`src/rtl/controladora_pkg.sv`:
```
// Shared types and constants for the countdown-timer mode controller.
package controladora_pkg;

  localparam int unsigned VAL_W = 8;

  localparam logic [2:0] MODO_IDLE  = 3'd0;
  localparam logic [2:0] MODO_SET   = 3'd1;
  localparam logic [2:0] MODO_RUN   = 3'd2;
  localparam logic [2:0] MODO_PAUSE = 3'd3;
  localparam logic [2:0] MODO_DONE  = 3'd4;

  typedef enum logic [2:0] {
    ST_IDLE  = MODO_IDLE,
    ST_SET   = MODO_SET,
    ST_RUN   = MODO_RUN,
    ST_PAUSE = MODO_PAUSE,
    ST_DONE  = MODO_DONE
  } estado_t;

endpackage

```
`src/rtl/contador_regressivo.sv`:
```
// Loadable 8-bit down-counter that saturates at zero; load beats enable.
module contador_regressivo
  import controladora_pkg::*;
(
  input  logic             clk,
  input  logic             rst,
  input  logic             load,
  input  logic [VAL_W-1:0] load_val,
  input  logic             en,
  output logic [VAL_W-1:0] cnt_next_c,
  output logic             zero_next
);

  logic [VAL_W-1:0] cnt_q;
  logic [VAL_W-1:0] cnt_d;

  always_comb begin
    cnt_d = cnt_q;
    if (load) begin
      cnt_d = load_val;
    end else if (en && (cnt_q != '0)) begin
      cnt_d = cnt_q - VAL_W'(1);
    end
  end

  always_ff @(posedge clk) begin
    if (rst) begin
      cnt_q <= '0;
    end else begin
      cnt_q <= cnt_d;
    end
  end

  assign cnt_next_c = cnt_d;
  assign zero_next  = en && (cnt_q == VAL_W'(1));

endmodule

```
`src/rtl/controle_temporizador.sv`:
```
// Countdown-timer sequencer: owns setpoint, alarm counter and mode FSM.
module controle_temporizador
  import controladora_pkg::*;
#(
  parameter int unsigned MAX_VAL = 99,
  parameter int unsigned ALARM_T = 10
) (
  input  logic             clk,
  input  logic             rst,
  input  logic             a_long,
  input  logic             b_short,
  input  logic             tick,
  output logic [VAL_W-1:0] valor,
  output logic [2:0]       modo,
  output logic             rodando,
  output logic             alarme
);

  localparam int unsigned ALARM_W = $clog2(ALARM_T + 1);

  estado_t            state_q, state_d;
  logic [VAL_W-1:0]   setpoint_q, setpoint_d;
  logic [ALARM_W-1:0] alarm_q, alarm_d, alarm_inc;
  logic [VAL_W-1:0]   valor_q, valor_d;
  logic [2:0]         modo_q, modo_d;
  logic               rodando_q, rodando_d;
  logic               alarme_q, alarme_d;

  logic               cnt_load, cnt_en, zero_next;
  logic [VAL_W-1:0]   cnt_load_val, cnt_next;

  contador_regressivo u_cnt (
    .clk        (clk),
    .rst        (rst),
    .load       (cnt_load),
    .load_val   (cnt_load_val),
    .en         (cnt_en),
    .cnt_next_c (cnt_next),
    .zero_next  (zero_next)
  );

  assign alarm_inc = alarm_q + ALARM_W'(1);

  // Next-state logic; a_long is always tested before b_short, pulses before tick.
  always_comb begin
    state_d      = state_q;
    setpoint_d   = setpoint_q;
    alarm_d      = alarm_q;
    cnt_load     = 1'b0;
    cnt_load_val = setpoint_q;
    cnt_en       = 1'b0;
    case (state_q)
      ST_IDLE: begin
        if (a_long) begin
          state_d = ST_SET;
        end else if (b_short && (setpoint_q != '0)) begin
          state_d  = ST_RUN;
          cnt_load = 1'b1;
        end
      end
      ST_SET: begin
        if (a_long) begin
          state_d = ST_IDLE;
        end else if (b_short) begin
          setpoint_d = (setpoint_q >= VAL_W'(MAX_VAL)) ? '0 : setpoint_q + VAL_W'(1);
        end
      end
      ST_RUN: begin
        if (a_long) begin
          state_d = ST_IDLE;
        end else if (b_short) begin
          state_d = ST_PAUSE;
        end else if (tick) begin
          cnt_en = 1'b1;
          if (zero_next) begin
            state_d = ST_DONE;
            alarm_d = '0;
          end
        end
      end
      ST_PAUSE: begin
        if (a_long) begin
          state_d = ST_IDLE;
        end else if (b_short) begin
          state_d = ST_RUN;
        end
      end
      ST_DONE: begin
        if (a_long || b_short) begin
          state_d = ST_IDLE;
          alarm_d = '0;
        end else if (tick) begin
          alarm_d = alarm_inc;
          if (alarm_inc == ALARM_W'(ALARM_T)) begin
            state_d = ST_IDLE;
            alarm_d = '0;
          end
        end
      end
      default: begin
        state_d      = ST_IDLE;
        alarm_d      = '0;
        cnt_load     = 1'b1;
        cnt_load_val = '0;
      end
    endcase
  end

  // Outputs are decoded from next-state values so they register in step with the state.
  always_comb begin
    valor_d   = '0;
    modo_d    = 3'(state_d);
    rodando_d = (state_d == ST_RUN);
    alarme_d  = (state_d == ST_DONE);
    case (state_d)
      ST_IDLE, ST_SET:  valor_d = setpoint_d;
      ST_RUN, ST_PAUSE: valor_d = cnt_next;
      default:          valor_d = '0;
    endcase
  end

  always_ff @(posedge clk) begin
    if (rst) begin
      state_q    <= ST_IDLE;
      setpoint_q <= '0;
      alarm_q    <= '0;
      valor_q    <= '0;
      modo_q     <= MODO_IDLE;
      rodando_q  <= 1'b0;
      alarme_q   <= 1'b0;
    end else begin
      state_q    <= state_d;
      setpoint_q <= setpoint_d;
      alarm_q    <= alarm_d;
      valor_q    <= valor_d;
      modo_q     <= modo_d;
      rodando_q  <= rodando_d;
      alarme_q   <= alarme_d;
    end
  end

  assign valor   = valor_q;
  assign modo    = modo_q;
  assign rodando = rodando_q;
  assign alarme  = alarme_q;

endmodule
```
`config.mk`:
```
export PLATFORM = sky130hd
export DESIGN_NAME = controle_temporizador
export DESIGN_NICKNAME = d
export VERILOG_FILES = /design/src/rtl/controladora_pkg.sv /design/src/rtl/contador_regressivo.sv /design/src/rtl/controle_temporizador.sv
export SDC_FILE = /design/constraint.sdc
export NUM_CORES = 1
export LEC_CHECK = 0
export ABC_AREA = 1
export ABC_CLOCK_PERIOD_IN_PS = 4600
export BUFFER_PORTS_ARGS = -buffer_cell sky130_fd_sc_hd__buf_2
export CAP_MARGIN = 5
export CORE_MARGIN = 2
export CORE_UTILIZATION = 48
export DETAILED_ROUTE_END_ITERATION = 16
export GPL_ROUTABILITY_DRIVEN = 0
export PLACE_DENSITY_LB_ADDON = 0.12
export SLEW_MARGIN = 20
export SYNTH_ARGS = -nofsm -noshare
export SYNTH_HDL_FRONTEND = slang
export SYNTH_HIERARCHICAL = 1
export SYNTH_SLANG_ARGS = --single-unit
export TNS_END_PERCENT = 100
```
`constraint.sdc`:
```
create_clock -name clk -period 4.6 [get_ports clk]
set_input_delay 0.69 -clock clk [delete_from_list [all_inputs] [get_ports clk]]
set_output_delay 0.69 -clock clk [all_outputs]
set_load 0.005 [all_outputs]
```
After elaboration in Yosys (flattened, before gate mapping)
Index checks and enable logic that the tools add are counted.
{"block": "totals", "register_bits": 33, "wordCells": 77, "input_bits": 5, "out_inout_bits": 13}
{"block": "op_classes", "bitwise": 1, "mux": 36, "n_eq_ne": 15, "order_cmp": 1, "add_sub_neg": 3, "reduce_logical": 14}
{"cell": "8-bit two-way mux", "n": 7}
{"cell": "3-bit two-way mux", "n": 12}
{"cell": "4-bit two-way mux", "n": 7}
{"cell": "8-bit case mux with 2 select lines", "n": 1}
{"cell": "8-bit nonzero test", "n": 2}
{"cell": "3-bit case mux with 5 select lines", "n": 1}
{"cell": "3-bit by 2-bit equality test with 1-bit output, second input constant", "n": 4}
{"cell": "4-bit case mux with 3 select lines", "n": 1}
{"cell": "8-bit by 1-bit adder with 8-bit output, second input constant", "n": 1}
{"cell": "8-bit by 1-bit equality test with 1-bit output, second input constant", "n": 1}
{"cell": "8-bit by 7-bit >= comparator with 1-bit output, second input constant", "n": 1}
{"cell": "8-bit by 1-bit subtractor with 8-bit output, second input constant", "n": 1}
{"cell": "3-bit by 1-bit equality test with 1-bit output, second input constant", "n": 2}
{"cell": "3-bit equality test, second input constant", "n": 2}
{"cell": "3-bit zero test", "n": 2}
{"cell": "1-bit two-way mux", "n": 6}
{"cell": "2-bit != test, second input constant", "n": 3}
{"cell": "6-bit AND reduction", "n": 1}
{"cell": "5-bit OR reduction", "n": 1}
{"cell": "4-bit by 1-bit adder with 4-bit output, second input constant", "n": 1}
{"cell": "4-bit equality test, second input constant", "n": 1}
{"cell": "2-bit OR reduction", "n": 2}
{"cell": "4-bit OR reduction", "n": 1}
{"cell": "1-bit logical AND", "n": 3}
{"cell": "6 further kinds", "n": 6}

Depth between registers and ports, before layout
Gate-level depths: netlist of the first run.
{"block": "depth", "word_depth": 13, "ltp_mapped": 14}

Hierarchy
The synthesis of the first run kept the hierarchy.
{"mod": "controle_temporizador", "cells_each": 194, "area_per_inst_um2": 1358.8, "seq_area_each_um2": 500.5, "n_inst": 1}
{"mod": "contador_regressivo", "cells_each": 110, "area_per_inst_um2": 674.4, "seq_area_each_um2": 160.2, "n_inst": 1}

Worst setup path before layout of the first run
Ideal clock, no wire load.
{"block": "synth_path", "path_type": "input -> register", "from": "input b_short", "to": "register valor_q[2] (netlist: valor[2])", "setup_time_ps": 58, "path_stages": 13, "setup_slack_ps": 2172, "t_arrival_ps": 2370, "path_cell_list": "inv_2 nand2_1 nor4_1 nand3_1 nor3_1 nand2_1 inv_1 o21ai_1 nand3_1 nand3_2 a21oi_2 nand2_1 nand2_1"}
{"block": "synth_via", "elab_chain_cells": 12, "elab_cells_between_ends": 32, "cone_classes": "eq/ne: 3; mux: 22; reduce/logical: 7"}
{"item": "start, declared", "line_no": "controle_temporizador.sv:11", "source": "input logic b_short,"}
{"item": "1-bit two-way mux (*)", "line_no": "controle_temporizador.sv:71", "source": "end else if (b_short) begin"}
{"item": "1-bit two-way mux (*)", "line_no": "controle_temporizador.sv:69", "source": "if (a_long) begin"}
{"item": "1-bit two-way mux (*)", "line_no": "controle_temporizador.sv:52", "source": "case (state_q)"}
{"item": "net cnt_en", "line_no": "controle_temporizador.sv:29", "source": "logic cnt_load, cnt_en, zero_next;"}
{"item": "1-bit logical AND (*)", "line_no": "contador_regressivo.sv:35", "source": "assign zero_next = en && (cnt_q == VAL_W'(1));"}
{"item": "net zero_next", "line_no": "controle_temporizador.sv:29"}
{"item": "3-bit two-way mux (*)", "line_no": "controle_temporizador.sv:75", "source": "if (zero_next) begin"}
{"item": "3-bit two-way mux (*)", "line_no": "controle_temporizador.sv:73", "source": "end else if (tick) begin"}
{"item": "3-bit two-way mux (*)", "line_no": "controle_temporizador.sv:71"}
{"item": "3-bit two-way mux (*)", "line_no": "controle_temporizador.sv:69"}
{"item": "3-bit case mux with 5 select lines (*)", "line_no": "controle_temporizador.sv:52"}
{"item": "3-bit by 2-bit equality test with 1-bit output (tied with other cells)", "line_no": "controle_temporizador.sv:115", "source": "case (state_d)"}
{"item": "2-bit OR reduction", "line_no": "controle_temporizador.sv:115"}
{"item": "8-bit case mux with 2 select lines (*)", "line_no": "controle_temporizador.sv:115"}
{"item": "end signal, assigned", "line_no": "controle_temporizador.sv:135", "source": "valor_q <= valor_d;"}
{"item": "end, declared", "line_no": "controle_temporizador.sv:24", "source": "logic [VAL_W-1:0] valor_q, valor_d;"}
The timed path passes the listed nets; every way through them passes the cells marked *.
A chain may end at the register's enable or synchronous reset.

Worst setup path after layout of the first run
Same ends and word-level chain as after synthesis.

==> results of run 1 <==
## where the power goes
part / internal (mW) / switching (mW) / leakage, nW
clock network: 0.105 / 0.104 / 0.0450
logic: 0.0153 / 0.0311 / 0.801
registers: 0.289 / 0.00335 / 0.266
## registers in the layout, summed over array words and instances, names as in the netlist
| register | cells |
|---|---|
| u_cnt/cnt_q | 8 |
| setpoint_q | 8 |
| alarme | 1 |
| alarm_q | 4 |
| modo | 3 |
| valor | 8 |
| rodando | 1 |
## worst max path at each step
stage                       start       end  slack (ns)  cells after the start
after floorplan           b_short  valor[2]        2.17                     13
after global placement    b_short  valor[4]        1.78                     14
after detailed placement  b_short  valor[5]        1.58                     14
after CTS                 b_short  valor[2]        1.87                     14
after global routing      b_short  valor[6]        1.60                     14
final                     b_short  valor[2]        1.89                     14
## tightest hold or removal path, cell delays in order (launching register included)
cell and delay (ns):
sky130_fd_sc_hd__dfxtp_1 0.32, sky130_fd_sc_hd__nand3_1 0.09, sky130_fd_sc_hd__a21oi_2 0.06
## synth_stat cells (2+ instances only)
cell type / n
sky130_fd_sc_hd__a21oi_1: 8
sky130_fd_sc_hd__a21oi_2: 5
sky130_fd_sc_hd__dfxtp_1: 33
sky130_fd_sc_hd__ha_1: 7
sky130_fd_sc_hd__inv_1: 41
sky130_fd_sc_hd__inv_2: 7
sky130_fd_sc_hd__nand2_1: 88
sky130_fd_sc_hd__nand2_2: 7
sky130_fd_sc_hd__nand2_4: 2
sky130_fd_sc_hd__nand3_1: 17
sky130_fd_sc_hd__nand3_2: 3
sky130_fd_sc_hd__nand4_1: 3
sky130_fd_sc_hd__nor2_1: 33
sky130_fd_sc_hd__nor2_2: 8
sky130_fd_sc_hd__nor3_1: 7
sky130_fd_sc_hd__nor3_2: 5
sky130_fd_sc_hd__nor4_1: 2
sky130_fd_sc_hd__o21ai_0: 5
sky130_fd_sc_hd__o21ai_1: 4
sky130_fd_sc_hd__or2_2: 3
sky130_fd_sc_hd__xor2_1: 3
## layer usage
metal	up-vias	track usage
li1	987	-
met1	753	0.261
met2	23	0.287
met3	5	0.0453
met4	0	0.0588
met5	-	0
## area by class of cell
type	instances	area, sq um
sequential	33	661
tap	50	62.6
multi-input combinational	219	1160
clock inverter	2	10.0
timing repair buffer	17	85.1
clock buffer	6	72.6
inverter	49	189
fill	419	1780
## cells by family (layout without fill, tap and decap cells)
group | Yosys count | count (layout) | share of synthesized area
DFF | 33 | 33 | 0.325
AOI/OAI and AO/OA | 26 | 26 | 0.0812
and+or+nand+nor | 182 | 182 | 0.431
xor gates and xnor gates | 4 | 4 | 0.0172
adders and majority gates | 7 | 7 | 0.0431
buffers and inverters | 52 | 74 | 0.102
## metrics by stage
stage | instance area [sq um] | instances | power (mW)
finish | 2240 | 376 | 0.547
global route | 2240 | 376 | 0.572
CTS | 2240 | 376 | 0.555
detailed placement | 2160 | 368 | 0.345
global placement | 2160 | 368 | 0.346
floorplan | 2030 | 304 | 0.333
==> reports/results.txt, run 1 <==
share of synthesized registers carrying an async set or reset: 0
register bit total from synthesis: 33
number of global-route vias before repair: 1,622
CP max stage delay: 0.61 ns
sequential element share of the synthesized area: 0.325
initial antenna violation count: 0
DP Worst Slack: 1.58 ns
signed area change from the synthesized netlist to the final layout: 10.4%
Netlist Area Pre-Place: 0.00203 sq mm
maximum vdd ir drop: 0.153 mV
Post-synth EDFFs: 0
routed metal-1 wire length: 2.14 mm
clock insertion delay at the later pin of the skew report: 0.28 ns
reported max-cap violation count: 0
Tightest Hold Check Type: reg2reg
top area cells in the synthesized netlist: sky130_fd_sc_hd__dfxtp_1 (32%), sky130_fd_sc_hd__nand2_1 (16%), sky130_fd_sc_hd__inv_1 (7.6%)
static leakage power: 1.11 nW
via count: 1,768
input/output buffers: 17
number of buffers inserted by post-CTS setup repair: 0
CTS clk-pin slew, worst paths: 0.07 ns
clock root buffer master: sky130_fd_sc_hd__clkbuf_8
maximum number of pins on one net before global-route repair: 21
DP HPWL: 3.30 mm
cell chain of the critical path: buf_2 > inv_2 > nand2_1 > nor4_1 > nand3_1 > nor3_1 > nand2_1 > inv_1 > o21ai_1 > nand3_1 > nand3_2 > a21oi_2 > nand2_1 > nand2_1
most repeated library cell on the critical path: sky130_fd_sc_hd__nand2_1
capture point of the worst reg-to-reg path: valor[2]
number of cells on the worst hold path: 2
run status: finished clean
Buffers & Inverters on Critical Path: 3
cell type with the largest total area after synthesis: sky130_fd_sc_hd__dfxtp_1
minimum clock period: 2.71 ns
I/O Pins: 18
Met2 Wirelength: 1.85 mm
top routing layer in use: met4
final core utilization: 0.557
first-pass GRT wire length: 7.29 mm
flop2flop setup slack: 2.03 ns
layout cells sized above 1: 0.218
Warnings, synthesis: 6
met3 wirelength from detailed routing: 146 microns
GR Util All Layers: 0.188
die outline area: 0.00477 sq mm
Max-slew headroom: 0.473
worst hold margin: 0.518 ns
Post-Synthesis Cells: 304
area fraction of the dominant cell type after synthesis: 0.325
floorplan die height: 69.1 microns
clock skew after layout: 0.00548 ns
grt ovf: 0
highest attainable clock frequency: 369 MHz
critical path peak fanout: 7
Total Nets Final: 337
end point of the most critical hold path: setpoint_q[6]
worst endpoint data arrival time: 2.95 ns
critical hold path startpoint: setpoint_q[4]
H-Tree Level Count: 2
RSZ-0062 raised after global routing: no
CTS tree: yes
type of element launching the critical path: primary input
predominant post-synthesis flop cell: sky130_fd_sc_hd__dfxtp_1
DRC errors left: 0
power density cells: 244 mW/mm^2
cell with the largest stage delay on the worst path: sky130_fd_sc_hd__nor4_1
Routed WL: 4.19 mm
number of cell rows: 23
total iterations of the first detailed-routing run: 4
hold violation count in the final report: 0
most frequent cells in the layout: sky130_fd_sc_hd__nand2_1 (88), sky130_fd_sc_hd__inv_1 (41), sky130_fd_sc_hd__nor2_1 (33), sky130_fd_sc_hd__dfxtp_1 (33)
initial core utilization: 0.505
most common cell after layout, fill and taps aside: sky130_fd_sc_hd__nand2_1
Yosys cell types: 34
R2R depth: 12
worst endpoint required time: 4.84 ns
ANT cells: 0
post-cts hold buffer count: 0
vias per cell: 4.70
share of the clock period used by the worst path after layout: 0.589
antenna violation net count after detailed routing: 0
Post-Route Setup TNS: 0 ns
family of cells with the greatest summed delay on the critical path: simple AND/OR/NAND/NOR gates
count of final setup violators: 0
die outline width: 69.1 microns
initial DRC count: 92
drt wl/cell: 11.1 microns
total core area: 0.00403 sq mm
number of instances resized during post-cts repair: 0
Max Slew Vio Count: 0
mean area per synthesized cell: 6.69 sq um
clock sink total: 33
net count of the mapped netlist: 316
kind of end point of the critical path: flop
Worst Max-Slew Pin Slew: 0.784 ns
number of buffers created by CTS: 5
Max Root-Sink Buffers: 2
critical register-to-register path startpoint: modo[1]
Critical Setup Path Class: in2reg
final worst setup slack: 1.89 ns
(Power assumes the default switching activity.)
==> inputs of run 2 (changes only) <==
Settings changed: ABC_CLOCK_PERIOD_IN_PS 4600 to 2200.
Clock period 4.6 ns to 2.2 ns, I/O delays scaled along.
==> reports/results.txt, run 2 (same netlist as run 1, synthesis figures left out) <==
ANT cells: 0 (unchanged)
initial antenna violation count: 0 (unchanged)
minimum clock period: 1.96 ns
worst endpoint required time: 2.38 ns (was 4.84 ns)
die outline area: 0.00477 sq mm (unchanged)
Gate power share: 0.095 (was 0.085)
grt ovf: 0 (unchanged)
final worst setup slack: 0.244 ns (was 1.89 ns)
drt wl/cell: 11.8 microns (was 11.1 microns)
number of buffers created by CTS: 5 (unchanged)
layer with the highest usage: met2 (unchanged)
cell with the largest stage delay on the worst path: sky130_fd_sc_hd__dfxtp_1 (was sky130_fd_sc_hd__nor4_1)
met3 track demand over resource: 0.0453 (unchanged)
worst endpoint data arrival time: 2.13 ns (was 2.95 ns)
reported max-cap violation count: 0 (unchanged)
R2R depth: 12 (unchanged)
layout cells sized above 1: 0.240 (was 0.218)
GR Util All Layers: 0.200 (was 0.188)
final core utilization: 0.580 (was 0.557)
Routed WL: 4.55 mm (was 4.19 mm)
clock skew after layout: 0.00603 ns (was 0.00548 ns)
maximum vdd ir drop: 0.377 mV (was 0.153 mV)
met2 usage: 0.315 (was 0.287)
hold violation count in the final report: 0 (unchanged)
kind of end point of the critical path: flop (unchanged)
Max-slew headroom: 0.714 (was 0.473)
DRC errors left: 0 (unchanged)
routing usage on met1: 0.268 (was 0.261)
flop2flop setup slack: 0.24 ns (was 2.03 ns)
highest attainable clock frequency: 511 MHz
clock insertion delay at the later pin of the skew report: 0.28 ns (about the same)
most common cell after layout, fill and taps aside: sky130_fd_sc_hd__nand2_1 (unchanged)
power density cells: 501 mW/mm^2 (was 244 mW/mm^2)
share of the clock period used by the worst path after layout: 0.889
signed area change from the synthesized netlist to the final layout: 15.0% (was 10.4%)
vias per cell: 4.86 (was 4.70)
DP HPWL: 3.57 mm (was 3.30 mm)
family of cells with the greatest summed delay on the critical path: simple AND/OR/NAND/NOR gates (unchanged)
number of cell rows: 23 (unchanged)
Worst Max-Slew Pin Slew: 0.428 ns (was 0.784 ns)
maximum number of pins on one net before global-route repair: 20 (was 21)
worst hold margin: 0.349 ns (was 0.518 ns)
most frequent cells in the layout: sky130_fd_sc_hd__nand2_1 (88), sky130_fd_sc_hd__inv_1 (41), sky130_fd_sc_hd__nor2_1 (33), sky130_fd_sc_hd__dfxtp_1 (33) (unchanged)
CTS tree: yes (unchanged)
antenna violation net count after detailed routing: 0 (unchanged)
Int Pwr: 891 uW (was 409 uW)
number of cells on the worst hold path: 4 (was 2)
input/output buffers: 17 (unchanged)
type of element launching the critical path: flop (was primary input)
switching part of the total: 0.239 (was 0.252)
I/O Pins: 18 (unchanged)
final std cell area, no fill: 0.00234 sq mm (was 0.00224 sq mm)
CP max stage delay: 0.34 ns (was 0.61 ns)
clock root buffer master: sky130_fd_sc_hd__clkbuf_8 (unchanged)
critical hold path startpoint: rst (was setpoint_q[4])
Max Root-Sink Buffers: 2 (unchanged)
number of global-route vias before repair: 1,764 (was 1,622)
CTS clk-pin slew, worst paths: 0.07 ns (about the same)
via count: 1,866 (was 1,768)
capture point of the worst reg-to-reg path: valor[2] (unchanged)
initial DRC count: 104 (was 92)
critical path peak fanout: 7 (unchanged)
total iterations of the first detailed-routing run: 5 (was 4)
die outline width: 69.1 microns (unchanged)
static leakage power: 1.16 nW (was 1.11 nW)
clock sink total: 33 (unchanged)
DP Worst Slack: -0.0687 ns (was 1.58 ns)
Max Slew Vio Count: 0 (unchanged)
H-Tree Level Count: 2 (unchanged)
critical register-to-register path startpoint: modo[2] (was modo[1])
Tightest Hold Check Type: in2reg (was reg2reg)
cell chain of the critical path: buf_4 > nor3_1 > nand2_1 > nor2_1 > inv_1 > o21ai_0 > inv_1 > or2_2 > o21ai_1 > inv_1 > nand2_1 > nand2_1 (was buf_2 > inv_2 > nand2_1 > nor4_1 > nand3_1 > nor3_1 > nand2_1 > inv_1 > o21ai_1 > nand3_1 > nand3_2 > a21oi_2 > nand2_1 > nand2_1)
Critical Setup Path Class: reg2reg (was in2reg)
run status: finished clean (unchanged)
number of buffers inserted by post-CTS setup repair: 0 (unchanged)
Net Switching: 280 uW (was 138 uW)
end point of the most critical hold path: modo[0] (was setpoint_q[6])
initial core utilization: 0.505 (unchanged)
Post-Route Setup TNS: 0 ns (unchanged)
count of final setup violators: 0 (unchanged)
floorplan die height: 69.1 microns (unchanged)
first-pass GRT wire length: 7.79 mm (was 7.29 mm)
Clock power frac: 0.385 (was 0.381)
Buffers & Inverters on Critical Path: 4 (was 3)
Sequential Power Share: 0.520 (was 0.534)
Total Nets Final: 346 (was 337)
placed standard-cell area: 0.00223 sq mm (was 0.00216 sq mm)
total core area: 0.00403 sq mm (unchanged)
run 2: changes by cell type in the layout (fill, tap and decap cells not counted), sizes merged:
cell / previous run / this run
buf: 17 / 26
clkbuf: 6 / 7
clkinv: 2 / 0
run 2: worst register-to-register path: cells and delay by family (launching register included):
kind / cells / cell delay, ns
compound gates: 2 / 0.22
buf+inv: 4 / 0.48
flops: 1 / 0.34
simple gates: 6 / 0.82
run 2: per-stage QoR:
step / power [mW] / instances
floorplan: 0.697 / 304
global placement: 0.731 / 377
detailed placement: 0.731 / 377
CTS: 1.19 / 384
global route: 1.24 / 384
finish: 1.17 / 384
run 2: per-layer routing:
metal,vias to the layer above,wire [microns]
met5,-,0
met4,0,68
met3,8,229
met2,47,2070
met1,805,2180
li1,1006,-
run 2: worst max path at each step:
stage / startpoint / to / slack, ns / cells after the start
after floorplan: modo[1] / valor[2] / 0.08 / 12
after global routing: modo[0] / valor[6] / -0.03 / 13
after CTS: modo[0] / valor[3] / 0.02 / 13
final: modo[2] / valor[2] / 0.24 / 12
after detailed placement: a_long / valor[3] / -0.07 / 14
after global placement: a_long / valor[2] / 0.11 / 14
run 2: what timing repair did:
action | CTS | global route
endpoints found under the setup margin | 0 | 9
gates resized for setup | 0 | 3
hold buffers | 0 | 0
run 2: power by group through the flow:
stage	sequential, mW	combinational [mW]	clock [mW]
after floorplan	0.624	0.0732	0
after global placement	0.622	0.108	0
after detailed placement	0.622	0.109	0
after CTS	0.609	0.109	0.468
after global routing	0.609	0.125	0.502
final	0.609	0.111	0.451
run 2: cell type report:
| type | count | area [sq um] |
|---|---|---|
| tap | 50 | 62.6 |
| multi-input combinational | 219 | 1190 |
| clock buffer | 7 | 86.3 |
| sequential | 33 | 661 |
| timing repair buffer | 26 | 153 |
| fill | 406 | 1690 |
| inverter | 49 | 189 |
